File: src/rtl/fighter_pkg.sv
// Shared codes and helpers for the per-player fighter controller.
// Latency: n/a (definitions only).
// Backpressure: n/a.
package fighter_pkg;

  typedef enum logic [3:0] {
    ST_IDLE  = 4'd0,
    ST_FWD   = 4'd1,
    ST_BACK  = 4'd2,
    ST_B_ST  = 4'd3,
    ST_B_ACT = 4'd4,
    ST_B_REC = 4'd5,
    ST_D_ST  = 4'd6,
    ST_D_ACT = 4'd7,
    ST_D_REC = 4'd8,
    ST_HSTUN = 4'd9,
    ST_BSTUN = 4'd10,
    ST_KO    = 4'd11
  } state_e;

  typedef enum logic [1:0] {
    HIT_NONE = 2'b00,
    HIT_B    = 2'b01,
    HIT_D    = 2'b10,
    HIT_BAD  = 2'b11
  } hit_e;

  localparam logic [1:0] ATK_NONE = 2'b00;
  localparam logic [1:0] ATK_B    = 2'b01;
  localparam logic [1:0] ATK_D    = 2'b10;

  localparam logic [9:0] POSY  = 10'd170;
  localparam int         CNT_W = 8;

  // True on the last tick of a phase lasting n ticks (count started at 0).
  function automatic logic is_last(input logic [CNT_W-1:0] c, input int n);
    return c == CNT_W'(n - 1);
  endfunction

  // Hitbox code presented to the renderer / hit detection for a state.
  function automatic logic [1:0] atk_code(input state_e s);
    case (s)
      ST_B_ACT: return ATK_B;
      ST_D_ACT: return ATK_D;
      default:  return ATK_NONE;
    endcase
  endfunction

endpackage

File: src/rtl/fighter_fsm_frame_counter.sv
// Counts ticks spent in the current fighter state; saturates at all-ones.
// Latency: count visible one clock after the qualifying tick.
// Backpressure: none; holds whenever en_i is low.
module frame_counter
  import fighter_pkg::*;
#(
  parameter int W = CNT_W
) (
  input  logic         clk,
  input  logic         rst_n,
  input  logic         en_i,
  input  logic         clr_i,
  output logic [W-1:0] cnt_o
);

  logic [W-1:0] cnt_q;

  // Clear on state change, otherwise count up (saturating) on each tick.
  always_ff @(posedge clk or negedge rst_n) begin
    if (!rst_n) begin
      cnt_q <= '0;
    end else if (en_i) begin
      if (clr_i) begin
        cnt_q <= '0;
      end else if (cnt_q != '1) begin
        cnt_q <= cnt_q + 1'b1;
      end
    end
  end

  assign cnt_o = cnt_q;

endmodule

File: src/rtl/fighter_fsm.sv
// Per-player fighter controller: action state, position, health and KO.
// Latency: all outputs registered, updated on the clock edge of a tick cycle.
// Backpressure: none; state holds on non-tick cycles, inputs sampled only on tick.
module fighter_fsm
  import fighter_pkg::*;
#(
  parameter int SIDE      = 0,
  parameter int X_INIT    = 100,
  parameter int X_MIN     = 10,
  parameter int X_MAX     = 517,
  parameter int SPD_FWD   = 3,
  parameter int SPD_BACK  = 2,
  parameter int B_START   = 5,
  parameter int B_ACTIVE  = 2,
  parameter int B_RECOVER = 16,
  parameter int D_START   = 4,
  parameter int D_ACTIVE  = 3,
  parameter int D_RECOVER = 15,
  parameter int HSTUN_B   = 15,
  parameter int HSTUN_D   = 14,
  parameter int BSTUN_B   = 13,
  parameter int BSTUN_D   = 12,
  parameter int DMG_B     = 10,
  parameter int DMG_D     = 15,
  parameter int HP_MAX    = 100,
  parameter int HP_W      = 8
) (
  input  logic            clk,
  input  logic            rst_n,
  input  logic            tick,
  input  logic            left,
  input  logic            right,
  input  logic            attack,
  input  logic [1:0]      hit_flag,
  output logic [9:0]      posx,
  output logic [9:0]      posy,
  output logic [3:0]      state,
  output logic [HP_W-1:0] health,
  output logic [1:0]      atk_active,
  output logic            ko
);

  state_e            state_q, state_d;
  logic [9:0]        posx_q, posx_d;
  logic [HP_W-1:0]   health_q, health_d;
  logic [CNT_W-1:0]  stun_q, stun_d;
  logic [1:0]        atk_q;
  logic              ko_q;
  logic [CNT_W-1:0]  cnt;

  logic              toward, away, hit_b, hit_d;
  state_e            dir_st, resume_st;
  logic [HP_W-1:0]   dmg, hp_after;
  logic [10:0]       spd, sum, lo_lim;
  logic              go_plus;

  frame_counter #(.W(CNT_W)) u_frame_counter (
    .clk   (clk),
    .rst_n (rst_n),
    .en_i  (tick),
    .clr_i (state_d != state_q),
    .cnt_o (cnt)
  );

  // Decode held inputs into a movement state and the post-phase resume state.
  always_comb begin
    toward    = (SIDE != 0) ? left  : right;
    away      = (SIDE != 0) ? right : left;
    dir_st    = ST_IDLE;
    if (left && right)  dir_st = ST_BACK;
    else if (toward)    dir_st = ST_FWD;
    else if (away)      dir_st = ST_BACK;
    resume_st = attack ? ST_B_ST : dir_st;
    hit_b     = (hit_flag == HIT_B);
    hit_d     = (hit_flag == HIT_D);
    dmg       = hit_d ? HP_W'(DMG_D) : HP_W'(DMG_B);
    hp_after  = (health_q > dmg) ? (health_q - dmg) : '0;
  end

  // Next-state: phase sequencing first, then hits override everything.
  always_comb begin
    state_d  = state_q;
    health_d = health_q;
    stun_d   = stun_q;
    case (state_q)
      ST_IDLE:          state_d = attack ? ST_B_ST : dir_st;
      ST_FWD, ST_BACK:  state_d = attack ? ST_D_ST : dir_st;
      ST_B_ST:          if (is_last(cnt, B_START))   state_d = ST_B_ACT;
      ST_B_ACT:         if (is_last(cnt, B_ACTIVE))  state_d = ST_B_REC;
      ST_B_REC:         if (is_last(cnt, B_RECOVER)) state_d = resume_st;
      ST_D_ST:          if (is_last(cnt, D_START))   state_d = ST_D_ACT;
      ST_D_ACT:         if (is_last(cnt, D_ACTIVE))  state_d = ST_D_REC;
      ST_D_REC:         if (is_last(cnt, D_RECOVER)) state_d = resume_st;
      ST_HSTUN,
      ST_BSTUN:         if (cnt == stun_q - 1'b1)    state_d = resume_st;
      ST_KO:            state_d = ST_KO;
      default:          state_d = ST_IDLE;
    endcase
    if (hit_b || hit_d) begin
      case (state_q)
        ST_BACK: begin
          state_d = ST_BSTUN;
          stun_d  = hit_d ? CNT_W'(BSTUN_D) : CNT_W'(BSTUN_B);
        end
        ST_IDLE, ST_FWD, ST_B_ST, ST_B_ACT, ST_B_REC,
        ST_D_ST, ST_D_ACT, ST_D_REC: begin
          health_d = hp_after;
          stun_d   = hit_d ? CNT_W'(HSTUN_D) : CNT_W'(HSTUN_B);
          state_d  = (hp_after == '0) ? ST_KO : ST_HSTUN;
        end
        default: ;
      endcase
    end
  end

  // Clamped position step driven by the state held before this tick.
  always_comb begin
    go_plus = (state_q == ST_FWD) ? (SIDE == 0) : (SIDE != 0);
    spd     = (state_q == ST_FWD) ? 11'(SPD_FWD) : 11'(SPD_BACK);
    sum     = {1'b0, posx_q} + spd;
    lo_lim  = 11'(X_MIN) + spd;
    posx_d  = posx_q;
    if (state_q == ST_FWD || state_q == ST_BACK) begin
      if (go_plus) posx_d = (sum > 11'(X_MAX)) ? 10'(X_MAX) : sum[9:0];
      else         posx_d = ({1'b0, posx_q} < lo_lim) ? 10'(X_MIN) : (posx_q - spd[9:0]);
    end
  end

  // Fighter registers: everything advances together on a tick.
  always_ff @(posedge clk or negedge rst_n) begin
    if (!rst_n) begin
      state_q  <= ST_IDLE;
      posx_q   <= 10'(X_INIT);
      health_q <= HP_W'(HP_MAX);
      stun_q   <= '0;
      atk_q    <= ATK_NONE;
      ko_q     <= 1'b0;
    end else if (tick) begin
      state_q  <= state_d;
      posx_q   <= posx_d;
      health_q <= health_d;
      stun_q   <= stun_d;
      atk_q    <= atk_code(state_d);
      ko_q     <= (state_d == ST_KO);
    end
  end

  assign posx       = posx_q;
  assign posy       = POSY;
  assign state      = state_q;
  assign health     = health_q;
  assign atk_active = atk_q;
  assign ko         = ko_q;

endmodule

File: config.mk
export PLATFORM = sky130hd
export DESIGN_NAME = fighter_fsm
export DESIGN_NICKNAME = d
export VERILOG_FILES = /design/src/rtl/fighter_pkg.sv /design/src/rtl/fighter_fsm_frame_counter.sv /design/src/rtl/fighter_fsm.sv
export SDC_FILE = /design/constraint.sdc
export NUM_CORES = 1
export LEC_CHECK = 0
export CORE_UTILIZATION = 25
export DETAILED_ROUTE_END_ITERATION = 7
export SLEW_MARGIN = 5
export SYNTH_ARGS = -nofsm -noshare
export SYNTH_HDL_FRONTEND = slang
export SYNTH_SLANG_ARGS = --single-unit
File: constraint.sdc
create_clock -name clk -period 3.4 [get_ports clk]
set_input_delay 0.68 -clock clk [delete_from_list [all_inputs] [get_ports clk]]
set_output_delay 0.68 -clock clk [all_outputs]
set_load 0.02 [all_outputs]
==> flow_metrics.tcl <==
set metrics [dict create \
    run_status "finished, final reports clean" \
    synthTopCellsByArea "sky130_fd_sc_hd__dfrtp_1 23%, sky130_fd_sc_hd__ha_1 6.2%, sky130_fd_sc_hd__o21ai_0 5.4%" \
    critical_path.slowest_cell "sky130_fd_sc_hd__clkdlybuf4s50_1" \
    ios 43 \
    fmax_mhz 309.6 \
    areaGrowthSynthToFinish_pct 25.87 \
    fin_crit_sh_pct 95.00 \
    synth_area_per_cell_um2 7.884 \
    synth_cell_type_count 74 \
    cts_sinks 36 \
    final_cell_count_no_fill 623 \
    setup_tns_ps 0 \
    floorplan.die.width_um 115.4 \
    synth-seq-area-share_pct 28.24 \
    final_area_um2 4049 \
    worst_min_delay_path_category "register to register" \
    grt_pass1_wl_um 14980 \
    clockRootBuffer "sky130_fd_sc_hd__clkbuf_16" \
    drive_gt1_share_pct 14.63 \
    cts_htree_levels 2 \
    routed_wl_um 8963 \
    initial_standard_cell_utilization_of_the_core_pct 25.59 \
    synth.ff_latch_count 36 \
    hpwl_um 6710 \
    cts-root-to-sink-buffers 2 \
    synth_enable_flop_cells 0 \
    placedInstanceArea_um2 3795 \
    grt_total_usage_pct 13.97 \
    critPathMaxStageDelay_ps 450 \
    top_post_synthesis_cells_by_count "44 x sky130_fd_sc_hd__nand2_1, 35 x sky130_fd_sc_hd__o21ai_0, 32 x sky130_fd_sc_hd__nor2_1" \
    wire_per_inst_um 14.39 \
    final-setup-viol-count 0 \
    timing_worst_slew_pin_value_ps 862.0 \
    drt-initial-drc-count 209 \
    design_power_total_mw 3.851 \
    post-synth-top-area-fraction_pct 23.34 \
    cap_viol_max_count 0 \
    netlist.top_cell.by_area "sky130_fd_sc_hd__dfrtp_1" \
    coreArea_um2 12570 \
    gp_congestion 0.8500 \
    grtUsageMet3_pct 1.778 \
    netlist_area_um2 3217 \
    async_flop_share_pct 100.0 \
    port_buffers 32 \
    final-hold-violation-count 0 \
    final_max_slew_viol_count 0 \
    detail_route.drc_violations 0 \
    dr_total_vias 3226 \
    antenna_left 0 \
    maxSlewHeadroom_pct 42.53 \
    post-route-util_pct 32.21 \
    tritoncts "yes" \
    worstSkewPairLatency_ps 280 \
    drt-pass1-iter-count 5 \
    final_hold_slack_ps 480.7 \
    num_antenna_cells 0 \
    row_count 41 \
    busiest_layer "met2" \
    critPathCaptureType "register" \
    worstSetupPathType "input pin to register" \
    total_cts_buffers 5 \
    synthesis.instances 408 \
    grt_remaining_overflow 0 \
    rsz_0062_raised_after_global_routing "no" \
    period_minus_slack_ps 3230 \
    fin_ws_ps 170.0 \
    cp_cell_sequence "clkdlybuf4s50_1 > inv_1 > ha_2 > ha_1 > inv_1 > ha_2 > a21o_1 > nand3_1 > and3b_1 > or3_1 > o32a_4 > mux2i_4 > buf_12 > a31oi_4 > o22ai_2" \
    antenna_found_initial 0 \
    cts_hold_buffers 0 \
    cts.clk_slew.worst_paths_ps 50 \
    finish.net_count 474 \
    total_leakage_power_nw 1.645 \
    die_h_um 115.4 \
    critical_path_required_ps 3560 \
    p_per_area_nw_per_um2 951.2 \
    finClkSkew_ps 3.365 \
    grtUsageMet1_pct 19.82 \
    ys_warn_count 0 \
    global_route.usage.met2_pct 22.36 \
    crit_path_start_kind "input pin" \
    routed_via_density 5.178 \
    placedCellCount 611 \
    preCtsSetupSlack_ps -119.2 \
    synth_ff_type "sky130_fd_sc_hd__dfrtp_1" \
    post-synth-top-count-cell "sky130_fd_sc_hd__nand2_1" \
    fp.dieArea_um2 13330 \
    maximum_number_of_pins_on_one_net_before_global_route_repair 37 \
    first_global_vias 3003 \
    critical_path.max_fanout 8 \
    worstPathArrival_ps 3390 \
    vdd.ir_drop.worst_mv 0.2599 \
]
## critical path, delay by kind of cell
kind	cells	cell delay (ps)
buffers and inverters	4	710
muxes	1	200
and+or+nand+nor	3	600
adders and majority gates	3	530
AOI/OAI and AO/OA	4	660
## state kept, by name, indices dropped and copies added (netlist names)
signal	flops
ko	1
atk_active	2
u_frame_counter.cnt_o	8
stun_q	3
health	8
state	4
posx	10
## final timing paths
kind                          startpoint                        to  slack (ps)  depth (start not counted)
max                          hit_flag[0]  u_frame_counter.cnt_o[0]         170                         15
min                        atk_active[1]             atk_active[1]         480                          1
max reg2reg                     state[0]                   posx[4]         240                         15
min reg2reg                atk_active[1]             atk_active[1]         480                          1
max in group asynchronous          rst_n                  state[0]        2280                          1
min in group asynchronous          rst_n                   posx[1]         520                          1
## routing by layer
layer  vias to the layer above  wire (um)
met5                         -          0
met4                         0         49
met3                         5        506
met2                       101       4116
met1                      1541       4290
li1                       1579          -
## where the power goes
group	switching, mW	internal, mW
Clock	0.166	0.292
Sequential	0.227	0.604
Combinational	1.41	1.15
## cells by family (layout without fill, tap and decap cells)
| kind of cell | Yosys count | after routing | synth area share [%] |
|---|---|---|---|
| other | 2 | 10 | 0.2335 |
| multiplexers | 6 | 6 | 2.411 |
| adder cells (fa/ha/maj) | 16 | 16 | 6.223 |
| AO/OA/AOI/OAI | 119 | 119 | 25.79 |
| buffers and inverters | 57 | 92 | 8.207 |
| XOR/XNOR | 10 | 10 | 2.723 |
| flip-flops | 36 | 36 | 28.24 |
| AND/OR/NAND/NOR | 162 | 162 | 26.18 |
## layout by cell type, fill, tap and decap left out, types with 3 or more instances in the layout
master | Yosys | routed
sky130_fd_sc_hd__and3_1 | 6 | 6
sky130_fd_sc_hd__or3_1 | 7 | 7
sky130_fd_sc_hd__o21ai_1 | 2 | 3
sky130_fd_sc_hd__clkdlybuf4s50_1 | 0 | 31
sky130_fd_sc_hd__nand3b_1 | 3 | 3
sky130_fd_sc_hd__buf_4 | 10 | 25
sky130_fd_sc_hd__nor3_1 | 16 | 14
sky130_fd_sc_hd__nor2b_1 | 5 | 5
sky130_fd_sc_hd__o221ai_1 | 4 | 4
sky130_fd_sc_hd__conb_1 | 2 | 10
sky130_fd_sc_hd__nand3_1 | 10 | 10
sky130_fd_sc_hd__inv_1 | 25 | 25
sky130_fd_sc_hd__nor2_1 | 32 | 30
sky130_fd_sc_hd__o31a_1 | 3 | 3
sky130_fd_sc_hd__a21o_1 | 4 | 4
sky130_fd_sc_hd__o31ai_1 | 8 | 7
sky130_fd_sc_hd__mux2_2 | 4 | 4
sky130_fd_sc_hd__a21oi_1 | 17 | 17
sky130_fd_sc_hd__dfstp_2 | 6 | 6
sky130_fd_sc_hd__dfrtp_1 | 30 | 29
sky130_fd_sc_hd__nand2_1 | 44 | 44
sky130_fd_sc_hd__o21ai_0 | 35 | 34
sky130_fd_sc_hd__nand4_1 | 6 | 6
sky130_fd_sc_hd__nor3b_1 | 3 | 3
sky130_fd_sc_hd__ha_1 | 16 | 14
sky130_fd_sc_hd__clkbuf_16 | 0 | 5
sky130_fd_sc_hd__xnor2_1 | 4 | 4
sky130_fd_sc_hd__nor4_1 | 7 | 7
sky130_fd_sc_hd__o211ai_1 | 7 | 7
sky130_fd_sc_hd__o2111ai_1 | 3 | 3
sky130_fd_sc_hd__xor2_1 | 6 | 6
sky130_fd_sc_hd__nor3_2 | 1 | 3
sky130_fd_sc_hd__nand2b_1 | 4 | 4
sky130_fd_sc_hd__a31oi_1 | 8 | 7
## area by class of cell
type	count	area, um2
multi-input combinational	323	2141
tap	172	215.2
timing repair buffer	59	543.0
clock buffer	8	146.4
fill	1309	8519
sequential	36	909.6
inverter	25	93.84
## repair_timing
item / in CTS / in global routing
setup buffers: 0 / 4
endpoints found under the setup margin: 0 / 9
gates resized for setup: 0 / 11
Power figures use the tool's default switching activity.
